===== config.mk =====
export PLATFORM = sky130hd
export DESIGN_NAME = ps2_keyevent
export DESIGN_NICKNAME = d
export VERILOG_FILES = /design/src/rtl/ps2_keyevent.sv
export SDC_FILE = /design/constraint.sdc
export NUM_CORES = 1
export LEC_CHECK = 0
export BUFFER_PORTS_ARGS = -buffer_cell sky130_fd_sc_hd__buf_4
export CAP_MARGIN = 20
export CORE_ASPECT_RATIO = 1.2
export CORE_UTILIZATION = 59
export CTS_CLUSTER_SIZE = 10
export DETAILED_ROUTE_END_ITERATION = 16
export GPL_TIMING_DRIVEN = 0
export PLACE_DENSITY = 0.83
export RECOVER_POWER = 100
export SYNTH_ARGS = -nofsm -noshare
export SYNTH_HDL_FRONTEND = slang
export SYNTH_SLANG_ARGS = --single-unit

===== constraint.sdc =====
create_clock -name clk -period 2.7 [get_ports clk]
set_input_delay 0.54 -clock clk [delete_from_list [all_inputs] [get_ports clk]]
set_output_delay 0.54 -clock clk [all_outputs]
set_load 0.005 [all_outputs]

===== src/rtl/ps2_keyevent.sv =====
// PS/2 set-2 scancode sequence decoder: turns E0/F0-prefixed byte streams into
// {ext, break, code} events queued in a show-ahead FIFO, and tracks shift/ctrl.
module ps2_keyevent #(
    parameter int          DEPTH   = 4,
    parameter logic [15:0] TIMEOUT = 16'd50000
) (
    input  logic                     clk,
    input  logic                     i_rst,
    input  logic                     i_byte_en,
    input  logic [7:0]               i_byte,
    input  logic                     i_ready,
    output logic                     o_valid,
    output logic [7:0]               o_code,
    output logic                     o_ext,
    output logic                     o_break,
    output logic                     o_shift,
    output logic                     o_ctrl,
    output logic [$clog2(DEPTH):0]   o_count,
    output logic                     o_overflow
);

    localparam int AW = $clog2(DEPTH);

    typedef enum logic [1:0] {IDLE, EXT, BRK, EXT_BRK} state_t;

    state_t            r_state;
    state_t            w_state_nxt;
    logic [15:0]       r_tmo;
    logic              w_emit;
    logic              w_ev_ext;
    logic              w_ev_brk;
    logic              w_ignore;

    logic [9:0]        r_mem [DEPTH];
    logic [AW-1:0]     r_wptr;
    logic [AW-1:0]     r_rptr;
    logic [AW:0]       r_count;
    logic              r_ovf;
    logic              w_full;
    logic              w_push;
    logic              w_pop;
    logic [9:0]        w_head;

    logic              r_lshift;
    logic              r_rshift;
    logic              r_lctrl;
    logic              r_rctrl;

    // Keyboard acks, BAT results, echo, resend and error bytes carry no key event
    assign w_ignore = i_byte inside {8'hFA, 8'hAA, 8'hEE, 8'hFE, 8'h00, 8'hFF};

    always_ff @(posedge clk or posedge i_rst) begin
        if (i_rst) begin
            r_state <= IDLE;
        end else begin
            r_state <= w_state_nxt;
        end
    end

    always_comb begin
        w_state_nxt = r_state;
        w_emit      = 1'b0;
        w_ev_ext    = 1'b0;
        w_ev_brk    = 1'b0;
        if (i_byte_en) begin
            case (r_state)
                IDLE: begin
                    if (i_byte == 8'hE0) begin
                        w_state_nxt = EXT;
                    end else if (i_byte == 8'hF0) begin
                        w_state_nxt = BRK;
                    end else if (!w_ignore) begin
                        w_emit = 1'b1;
                    end
                end
                EXT: begin
                    if (i_byte == 8'hF0) begin
                        w_state_nxt = EXT_BRK;
                    end else if (i_byte != 8'hE0) begin
                        w_emit      = 1'b1;
                        w_ev_ext    = 1'b1;
                        w_state_nxt = IDLE;
                    end
                end
                BRK: begin
                    w_emit      = 1'b1;
                    w_ev_brk    = 1'b1;
                    w_state_nxt = IDLE;
                end
                EXT_BRK: begin
                    w_emit      = 1'b1;
                    w_ev_ext    = 1'b1;
                    w_ev_brk    = 1'b1;
                    w_state_nxt = IDLE;
                end
                default: w_state_nxt = IDLE;
            endcase
        end else if (r_state != IDLE && r_tmo == TIMEOUT - 16'd1) begin
            w_state_nxt = IDLE;
        end
    end

    always_ff @(posedge clk or posedge i_rst) begin
        if (i_rst) begin
            r_tmo <= '0;
        end else if (i_byte_en || r_state == IDLE || w_state_nxt == IDLE) begin
            r_tmo <= '0;
        end else begin
            r_tmo <= r_tmo + 16'd1;
        end
    end

    assign w_full = (r_count == (AW+1)'(DEPTH));
    assign w_pop  = (r_count != '0) && i_ready;
    assign w_push = w_emit && (!w_full || w_pop);

    always_ff @(posedge clk) begin
        if (w_push) begin
            r_mem[r_wptr] <= {w_ev_ext, w_ev_brk, i_byte};
        end
    end

    always_ff @(posedge clk or posedge i_rst) begin
        if (i_rst) begin
            r_wptr  <= '0;
            r_rptr  <= '0;
            r_count <= '0;
            r_ovf   <= 1'b0;
        end else begin
            if (w_push) begin
                r_wptr <= r_wptr + 1'b1;
            end
            if (w_pop) begin
                r_rptr <= r_rptr + 1'b1;
            end
            if (w_push && !w_pop) begin
                r_count <= r_count + 1'b1;
            end else if (!w_push && w_pop) begin
                r_count <= r_count - 1'b1;
            end
            if (w_emit && w_full && !w_pop) begin
                r_ovf <= 1'b1;
            end
        end
    end

    // Modifiers track every decoded event, including ones the full FIFO dropped
    always_ff @(posedge clk or posedge i_rst) begin
        if (i_rst) begin
            r_lshift <= 1'b0;
            r_rshift <= 1'b0;
            r_lctrl  <= 1'b0;
            r_rctrl  <= 1'b0;
        end else if (w_emit) begin
            if (!w_ev_ext) begin
                if (i_byte == 8'h12) r_lshift <= !w_ev_brk;
                if (i_byte == 8'h59) r_rshift <= !w_ev_brk;
                if (i_byte == 8'h14) r_lctrl  <= !w_ev_brk;
            end else if (i_byte == 8'h14) begin
                r_rctrl <= !w_ev_brk;
            end
        end
    end

    assign w_head     = r_mem[r_rptr];
    assign o_valid    = (r_count != '0);
    assign o_code     = o_valid ? w_head[7:0] : 8'h00;
    assign o_ext      = o_valid & w_head[9];
    assign o_break    = o_valid & w_head[8];
    assign o_shift    = r_lshift | r_rshift;
    assign o_ctrl     = r_lctrl | r_rctrl;
    assign o_count    = r_count;
    assign o_overflow = r_ovf;

endmodule


==> impl_metrics.py, run 1 <==
metrics = {
    "global_routing": {
        "antenna_found_initial": 0,
        "grtUsageTotal_pct": 21.2,
        "grt_pass1_wl_um": 9210,
        "gr-usage-met3_pct": 5.34,
        "grt_overflow": 0,
        "grt_pass1_vias": 1943,
        "grtUsageMet1_pct": 25.5,
        "busiest_layer": "met2",
        "use_met2_pct": 36.9,
        "grt_max_degree": 26,
    },
    "synthesis": {
        "syn_nets": 261,
        "seq_area_frac_synth_pct": 60.8,
        "synth_area_leaders": "edfxtp_1 37%, dfrtp_1 23%, mux4_2 7.0%",
        "yosysTopAreaCell": "edfxtp_1",
        "ys_ff_latch": 70,
        "syn_inst": 242,
        "netlist_area_sq_mm": 0.00321,
        "synth_top_area_share_pct": 37.4,
        "synthArstFlopShare_pct": 42.9,
        "synth_cell_types": 44,
        "yosys_warnings": 0,
        "avgSynthCellArea_sq_um": 13.3,
        "synth_edf_count": 40,
        "ys.flop_type": "edfxtp_1",
    },
    "route": {
        "routed_wl_um": 5390,
        "antenna_left": 0,
        "drc": 0,
        "drtIter0Drc": 120,
        "vias": 1940,
        "firstDrtPassIters": 4,
        "routedWlPerCell_um": 15.5,
        "drt-vias-per-instance": 5.56,
    },
    "sta": {
        "post-route-min-period_ns": 2.60,
        "fmax_ghz": 0.385,
        "timing.final.crit_share_pct": 96.2,
        "worst_slew_pin_slew_ns": 1.32,
        "rsz0062_at_grt": "no",
        "slew_headroom_pct": 12.1,
        "hold_viol": 0,
        "hold_ws_ns": 0.122,
        "slew_viol_final": 0,
        "clock_skew_ns": 0.0122,
        "setup_viol": 0,
    },
    "setup_path": {
        "startpoint_type": "primary input",
        "critical-path-slowest-cell": "fa_1",
        "endpoint_kind": "register",
        "cp.arrival_ns": 2.82,
        "path_common_cell": "inv_1",
        "path_cells": "buf_4, buf_6, or3_4, o41ai_4, o211ai_2, nand3_4, inv_1, ha_1, inv_1, fa_1, mux2_2",
        "max_stage_delay_ns": 0.40,
        "worstSetupPathType": "in2reg",
        "r2r_cells": 8,
        "worstPathRequired_ns": 2.92,
        "critPathMaxFanout": 8,
    },
    "power": {
        "leakage_uw": 0.00140,
        "ir_drop_uv": 515,
        "power_density_mw_per_mm2": 857,
        "p_total_uw": 3140,
    },
    "layout": {
        "antenna_cells": 0,
        "fillers": 376,
        "nets": 301,
        "area_delta_synth_final_pct": 14.1,
        "drive_above_1_share_pct": 19.9,
        "final_cell_mix": "40 x edfxtp_1, 30 x nor2_1, 30 x dfrtp_1, 17 x inv_1",
        "final_core_util_pct": 69.7,
        "layout_commonest_cell": "edfxtp_1",
    },
    "cts": {
        "post_cts_buffers": 0,
        "insertion_delay_ns": 0.33,
        "cts.htree.levels": 3,
        "cts_buffer_depth": 2,
        "clk_pin_slew_ns": 0.07,
        "cts_resized": 0,
        "hold_buffers": 0,
        "cts_tree": "built",
        "clock-root-buffer": "clkbuf_8",
        "cts_sinks": 70,
        "numCtsBuffers": 9,
    },
    "floorplanning": {
        "die_x_um": 69.4,
        "die_y_um": 82.8,
        "initial_utilization_pct": 61.0,
        "rows": 29,
        "die_area_sq_mm": 0.00574,
        "coreArea_sq_mm": 0.00526,
        "io_pins": 29,
    },
    "placed_design": {
        "hpwl_um": 3760,
        "port_buffers": 28,
        "place_congestion": 0.842,
    },
    "run": {
        "drv_cap": 0,
    },
    "status": {
        "status": "completed",
    },
    "worst_hold_path": {
        "hold_path_class": "in2async",
    },
}
## registers in the layout (all words and copies together), names as in the netlist
register	count
o_count	3
r_rctrl	1
r_rptr	2
o_overflow	1
r_lctrl	1
r_tmo	16
r_lshift	1
r_wptr	2
r_mem	40
r_rshift	1
r_state	2
## final cells by class
class	instances	area, sq um	area share [%]
Inverter	17	63.8	1.74
Sequential cell	70	1950	53.3
Clock inverter	5	50.0	1.37
Timing Repair Buffer	29	195	5.33
Clock buffer	11	131	3.58
Tap cell	62	77.6	2.12
Buffer	7	35.0	0.956
Multi-Input combinational cell	148	1160	31.6
## Yosys cell counts, types with 2 or more instances
library cell / n
a21oi_1: 2
a31oi_1: 2
and2_1: 11
and3_1: 3
buf_2: 2
clkbuf_1: 4
dfrtp_1: 30
edfxtp_1: 40
ha_1: 6
inv_1: 17
mux2i_1: 2
mux4_2: 10
nand2_1: 11
nand3_1: 11
nand4_1: 4
nor2_1: 30
nor2b_1: 2
nor3_1: 4
nor4_1: 2
nor4b_1: 2
nor4bb_1: 2
o21ai_0: 2
or3_1: 3
xnor2_1: 11
xor2_1: 10
## per-stage QoR
step / instance area [sq um] / cells / TNS, ns / setup slack, ns
after CTS: 3710 / 349 / 0 / 0.108
after floorplan: 3210 / 242 / 0 / 0.0310
after global placement: 3500 / 332 / -0.291 / -0.228
final: 3660 / 349 / 0 / 0.101
after detailed placement: 3530 / 333 / -0.353 / -0.252
after global routing: 3660 / 349 / 0 / 0.0141
## cell families after synthesis
kind of cell / Yosys count / synth area share [%]
multiplexers: 14 / 8.45
AND/OR/NAND/NOR: 93 / 15.4
AO/OA/AOI/OAI: 13 / 3.55
buffers and inverters: 24 / 3.12
XOR/XNOR: 21 / 5.73
adder cells (fa/ha/maj): 7 / 2.96
flip-flops: 70 / 60.8
## metal layers
metal / part of all wire (%) / vias to the layer above
met5: 0 / -
met1: 42 / 948
li1: - / 943
met3: 3.6 / 8
met4: 1.1 / 0
met2: 54 / 41
## critical path, delay by kind of cell
kind / cells / cell delay (ns)
buffers and inverters: 4 / 0.39
muxes: 1 / 0.27
and+or+nand+nor: 2 / 0.53
adders and majority gates: 2 / 0.62
AOI/OAI and AO/OA: 2 / 0.46
## where the power goes
group | total (uW) | switching [uW] | internal [uW]
clock network | 780 | 361 | 420
logic | 934 | 409 | 525
registers | 1430 | 95.2 | 1330
total | 3140 | 865 | 2270
## path summary, 6_finish.rpt
| kind | startpoint | to | slack [ns] |
|---|---|---|---|
| max in group asynchronous | i_rst | r_tmo[10] | 1.08 |
| min in group clk | i_byte[6] | r_mem[3][6] | 0.44 |
| worst min register to register | r_tmo[0] | r_tmo[0] | 0.49 |
| worst min-delay path | i_rst | o_count[1] | 0.12 |
| worst max-delay path | i_byte[6] | o_count[1] | 0.10 |
| worst max register to register | o_count[0] | o_count[1] | 0.23 |
(Power assumes the default switching activity.)
==> run 2, diff against run 1 <==
--- a/config.mk
+++ b/config.mk
@@ -12,7 +12,7 @@
 export CTS_CLUSTER_SIZE = 10
 export DETAILED_ROUTE_END_ITERATION = 16
 export GPL_TIMING_DRIVEN = 0
-export PLACE_DENSITY = 0.83
+export PLACE_DENSITY = 0.82
 export RECOVER_POWER = 100
 export SYNTH_ARGS = -nofsm -noshare
 export SYNTH_HDL_FRONTEND = slang
==> run 2 against run 1 <==
  * Cell area is 2.0% higher
  * Sequential share of layout area is 1.1 points lower
  * Hold slack worse by 0.024 ns
  * Core utilization is 1.4 points higher
  * Non-clock buffer count is 4 higher
  * Power is 5.8% higher
  * Die area stayed put
  * Critical path depth stayed put
  * Largest cell class unchanged
==> impl_metrics.py, run 2 (synthesized netlist as in run 1, its figures left out) <==
metrics = {
    "status": {
        "status": "completed",
    },
    "cts": {
        "clock-root-buffer": "clkbuf_8",
        "cts_tree": "built",
        "cts_buffer_depth": 2,
        "cts.htree.levels": 3,
        "insertion_delay_ns": 0.35,
        "numCtsBuffers": 9,
        "cts_sinks": 70,
        "clk_pin_slew_ns": 0.08,
    },
    "sta": {
        "slew_viol_final": 0,
        "hold_viol": 0,
        "clock_skew_ns": 0.0141,
        "post-route-min-period_ns": 2.61,
        "timing.final.crit_share_pct": 96.6,
        "worst_slew_pin_slew_ns": 1.33,
        "rsz0062_at_grt": "no",
        "fin_setup_tns_ns": 0,
        "setup_viol": 0,
        "slew_headroom_pct": 11.6,
        "fmax_ghz": 0.383,
        "setup_slack_ns": 0.0924,
    },
    "floorplanning": {
        "coreArea_sq_mm": 0.00526,
        "die_y_um": 82.8,
        "die_x_um": 69.4,
        "io_pins": 29,
        "initial_utilization_pct": 61.0,
        "die_area_sq_mm": 0.00574,
        "rows": 29,
    },
    "layout": {
        "final_cell_mix": "40 x edfxtp_1, 30 x nor2_1, 30 x dfrtp_1, 17 x inv_1, 15 x buf_4",
        "layout_commonest_cell": "edfxtp_1",
        "area_delta_synth_final_pct": 16.4,
        "regArea_sq_mm": 0.00195,
        "antenna_cells": 0,
        "nets": 305,
        "drive_above_1_share_pct": 22.3,
        "largest_reg_flops": 40,
        "final_core_util_pct": 71.1,
        "multi_input_area_sq_mm": 0.00115,
        "regMostFlops": "r_mem",
        "fillers": 359,
    },
    "global_routing": {
        "grt_overflow": 0,
        "grt_pass1_wl_um": 9450,
        "antenna_found_initial": 0,
        "grt_max_degree": 26,
        "grt_pass1_vias": 1990,
        "grtUsageTotal_pct": 21.6,
    },
    "route": {
        "drc": 0,
        "antenna_left": 0,
        "firstDrtPassIters": 4,
        "vias": 1948,
        "routedWlPerCell_um": 15.9,
        "routed_wl_um": 5620,
        "route.met2.wl_um": 2860,
        "drtIter0Drc": 100,
        "drt-vias-per-instance": 5.52,
        "wl_met1_um": 2440,
        "met3_length_um": 223,
        "highest_layer": "met4",
    },
    "setup_path": {
        "crit_start": "i_byte[6]",
        "r2r_start": "r_state[1]",
        "critPathMaxFanout": 8,
        "worstSetupPathType": "in2reg",
        "cp.arrival_ns": 2.84,
        "endpoint_kind": "register",
        "worstPathRequired_ns": 2.93,
        "startpoint_type": "primary input",
        "rrSetupSlack_ns": 0.24,
    },
    "placed_design": {
        "place_congestion": 0.829,
        "hpwl_um": 3900,
        "port_buffers": 28,
        "dpl_worst_slack_ns": -0.305,
    },
    "run": {
        "drv_cap": 0,
    },
    "power": {
        "ir_drop_uv": 664,
        "leakage_uw": 0.00145,
        "power_density_mw_per_mm2": 888,
    },
    "worst_hold_path": {
        "hold_path_class": "in2async",
    },
}
## run 2: through the flow
step                      hold WS (ns)  instances  cell area (sq um)  power, uW
after floorplan                  0.455        242               3210       2030
after global placement           0.472        332               3500       2370
after detailed placement         0.469        333               3530       2430
after CTS                        0.136        349               3750       3370
after global routing             0.112        353               3740       3490
final                           0.0976        353               3740       3320
## run 2: final cells by class
type | instances | share of cell area, %
Buffer | 7 | 0.937
Multi-Input combinational cell | 148 | 30.9
Clock inverter | 7 | 2.78
Timing Repair Buffer | 33 | 6.12
Tap cell | 62 | 2.07
Inverter | 17 | 1.71
Sequential cell | 70 | 52.2
Clock buffer | 9 | 3.31
## run 2: where the power goes
part	switching, uW	internal [uW]
logic	422	536
clock network	411	531
registers	91.5	1330
## run 2: worst max-delay path, cell delays in order
cell	delay, ns
buf_4	0.13
buf_6	0.13
or3_1	0.42
o41ai_4	0.26
o211ai_2	0.19
nand3_4	0.13
inv_1	0.05
ha_1	0.21
inv_1	0.08
fa_1	0.42
mux2_2	0.27
## run 2: per-layer routing
layer,GRT usage [%],vias up
met2,35.2,39
met4,12.8,0
met3,4.25,10
li1,-,951
met1,26.7,948
met5,0,-
## run 2: final timing paths
path,endpoint,cells past startpoint
worst min-delay path,r_rptr[1],2
max in group asynchronous,r_state[1],3
min in group clk,r_mem[0][6],1
worst min register to register,r_tmo[0],1
worst max-delay path,o_count[1],11
worst max register to register,r_mem[0][2],6
## run 2: repair_timing
action	in CTS	in global routing
buffers inserted	0	4
hold buffers	0	0
setup endpoints to repair	0	1
resized for setup	0	0
==> run 3, diff against run 2 <==
--- a/config.mk
+++ b/config.mk
@@ -12,6 +12,7 @@
 export CTS_CLUSTER_SIZE = 10
 export DETAILED_ROUTE_END_ITERATION = 16
 export GPL_TIMING_DRIVEN = 0
+export MAX_ROUTING_LAYER = met4
 export PLACE_DENSITY = 0.82
 export RECOVER_POWER = 100
 export SYNTH_ARGS = -nofsm -noshare
==> run 3 against run 2 <==
  * Cell area up 0.47%
  * Critical path depth unchanged
  * Hold slack gained 0.0014 ns
  * Core utilization rose by 0.33 points
  * Power is 0.60% higher
  * Critical path type unchanged
  * Cell count is 0.28% higher
  * Critical endpoint unchanged
==> impl_metrics.py, run 3 (synthesized netlist as in run 1, its figures left out) <==
metrics = {
    "layout": {
        "final_cell_mix": "40 x edfxtp_1, 30 x nor2_1, 30 x dfrtp_1, 23 x buf_4, 17 x inv_1",
        "area_delta_synth_final_pct": 17.0,
        "drive_above_1_share_pct": 23.6,
        "regMostFlops": "r_mem",
        "layout_commonest_cell": "edfxtp_1",
        "nets": 306,
        "fin_area_sq_mm": 0.00376,
        "antenna_cells": 0,
        "final_core_util_pct": 71.4,
        "largest_reg_flops": 40,
    },
    "power": {
        "power_density_mw_per_mm2": 889,
        "p_total_uw": 3340,
        "leakage_uw": 0.00146,
        "ir_drop_uv": 652,
    },
    "global_routing": {
        "grt_overflow": 0,
        "busiest_layer": "met2",
        "grtUsageTotal_pct": 22.2,
        "grtUsageMet1_pct": 26.9,
        "antenna_found_initial": 0,
        "use_met2_pct": 35.0,
        "grt_max_degree": 26,
        "grt_pass1_vias": 1979,
        "grt_pass1_wl_um": 9450,
        "gr-usage-met3_pct": 6.43,
    },
    "cts": {
        "cts_sinks": 70,
        "insertion_delay_ns": 0.35,
        "cts_tree": "built",
        "clk_pin_slew_ns": 0.08,
        "cts_buffer_depth": 2,
        "clock-root-buffer": "clkbuf_8",
        "cts.htree.levels": 3,
        "cts_resized": 0,
        "numCtsBuffers": 9,
    },
    "floorplanning": {
        "rows": 29,
        "die_x_um": 69.4,
        "die_area_sq_mm": 0.00574,
        "coreArea_sq_mm": 0.00526,
        "die_y_um": 82.8,
        "io_pins": 29,
        "initial_utilization_pct": 61.0,
    },
    "route": {
        "antenna_left": 0,
        "vias": 1953,
        "routed_wl_um": 5690,
        "drc": 0,
        "firstDrtPassIters": 4,
        "drtIter0Drc": 113,
        "routedWlPerCell_um": 16.1,
        "drt-vias-per-instance": 5.52,
    },
    "setup_path": {
        "endpoint_kind": "register",
        "critPathMaxFanout": 8,
        "worstPathRequired_ns": 2.93,
        "r2r_cells": 7,
        "startpoint_type": "primary input",
        "cp.arrival_ns": 2.81,
        "worstSetupPathType": "in2reg",
    },
    "sta": {
        "hold_ws_ns": 0.0990,
        "clock_skew_ns": 0.0135,
        "setup_viol": 0,
        "fmax_ghz": 0.388,
        "post-route-min-period_ns": 2.58,
        "hold_viol": 0,
        "slew_viol_final": 0,
        "worst_slew_pin_slew_ns": 1.32,
        "timing.final.crit_share_pct": 95.4,
        "slew_headroom_pct": 11.7,
    },
    "placed_design": {
        "hpwl_um": 3900,
        "port_buffers": 28,
        "place_congestion": 0.841,
        "dpl_cell_area_sq_mm": 0.00353,
    },
    "status": {
        "status": "completed",
    },
    "worst_hold_path": {
        "hold_path_class": "in2async",
    },
    "run": {
        "drv_cap": 0,
    },
}
## run 3: changes by cell type in the layout (fill, tap and decap cells not counted), moves of 2 or more
| cell | previous run | this run |
|---|---|---|
| buf_4 | 15 | 23 |
| clkbuf_1 | 10 | 8 |
| and2_0 | 6 | 1 |
| clkbuf_4 | 13 | 7 |
| and2_1 | 5 | 10 |
## run 3: final timing paths
path / startpoint / endpoint / slack [ns]
min reg2reg: r_tmo[0] / r_tmo[0] / 0.49
min: i_rst / r_rptr[1] / 0.1
max in group asynchronous: i_rst / r_state[1] / 1.09
min in group clk: i_byte[6] / r_mem[0][6] / 0.42
max reg2reg: r_state[1] / r_mem[1][1] / 0.18
max: i_byte[6] / o_count[1] / 0.12
## run 3: layout make-up
| cell class | count | area (sq um) |
|---|---|---|
| Sequential cell | 70 | 1950 |
| Clock buffer | 9 | 124 |
| Fill cell | 355 | 1500 |
| Clock inverter | 7 | 104 |
| Inverter | 17 | 63.8 |
| Tap cell | 62 | 77.6 |
| Timing Repair Buffer | 34 | 240 |
| Buffer | 7 | 36.3 |
| Multi-Input combinational cell | 148 | 1160 |
## run 3: what timing repair did
item                                    4_1_cts  5_1_grt
setup buffers                                 0        5
hold buffers                                  0        0
endpoints found under the setup margin        0        1
## run 3: report_power, final
group          switching (uW)  internal (uW)  total [uW]
sequential               92.9           1330        1420
clock                     411            531         942
combinational             425            552         977
total                     929           2410        3340
## run 3: per-layer routing
| metal | vias up | share of wire, % |
|---|---|---|
| li1 | 953 | - |
| met1 | 948 | 43 |
| met2 | 42 | 51 |
| met3 | 10 | 4.4 |
| met4 | 0 | 1.7 |
| met5 | - | 0 |
## run 3: through the flow
step / setup WS [ns] / TNS (ns) / cells
2_1_floorplan: 0.0310 / 0 / 242
3_3_place_gp: -0.231 / -0.297 / 332
3_5_place_dp: -0.305 / -0.451 / 333
4_1_cts: 0.0516 / 0 / 349
5_1_grt: -0.000466 / -0.000619 / 354
6_report: 0.123 / 0 / 354
## run 3: worst max-delay path: stages
cell      delay [ns]
buf_4           0.13
buf_6           0.13
or3_4           0.39
o41ai_4         0.24
o211ai_2        0.19
nand3_4         0.15
inv_1           0.05
ha_1            0.21
inv_1           0.08
fa_1            0.42
mux2_2          0.27
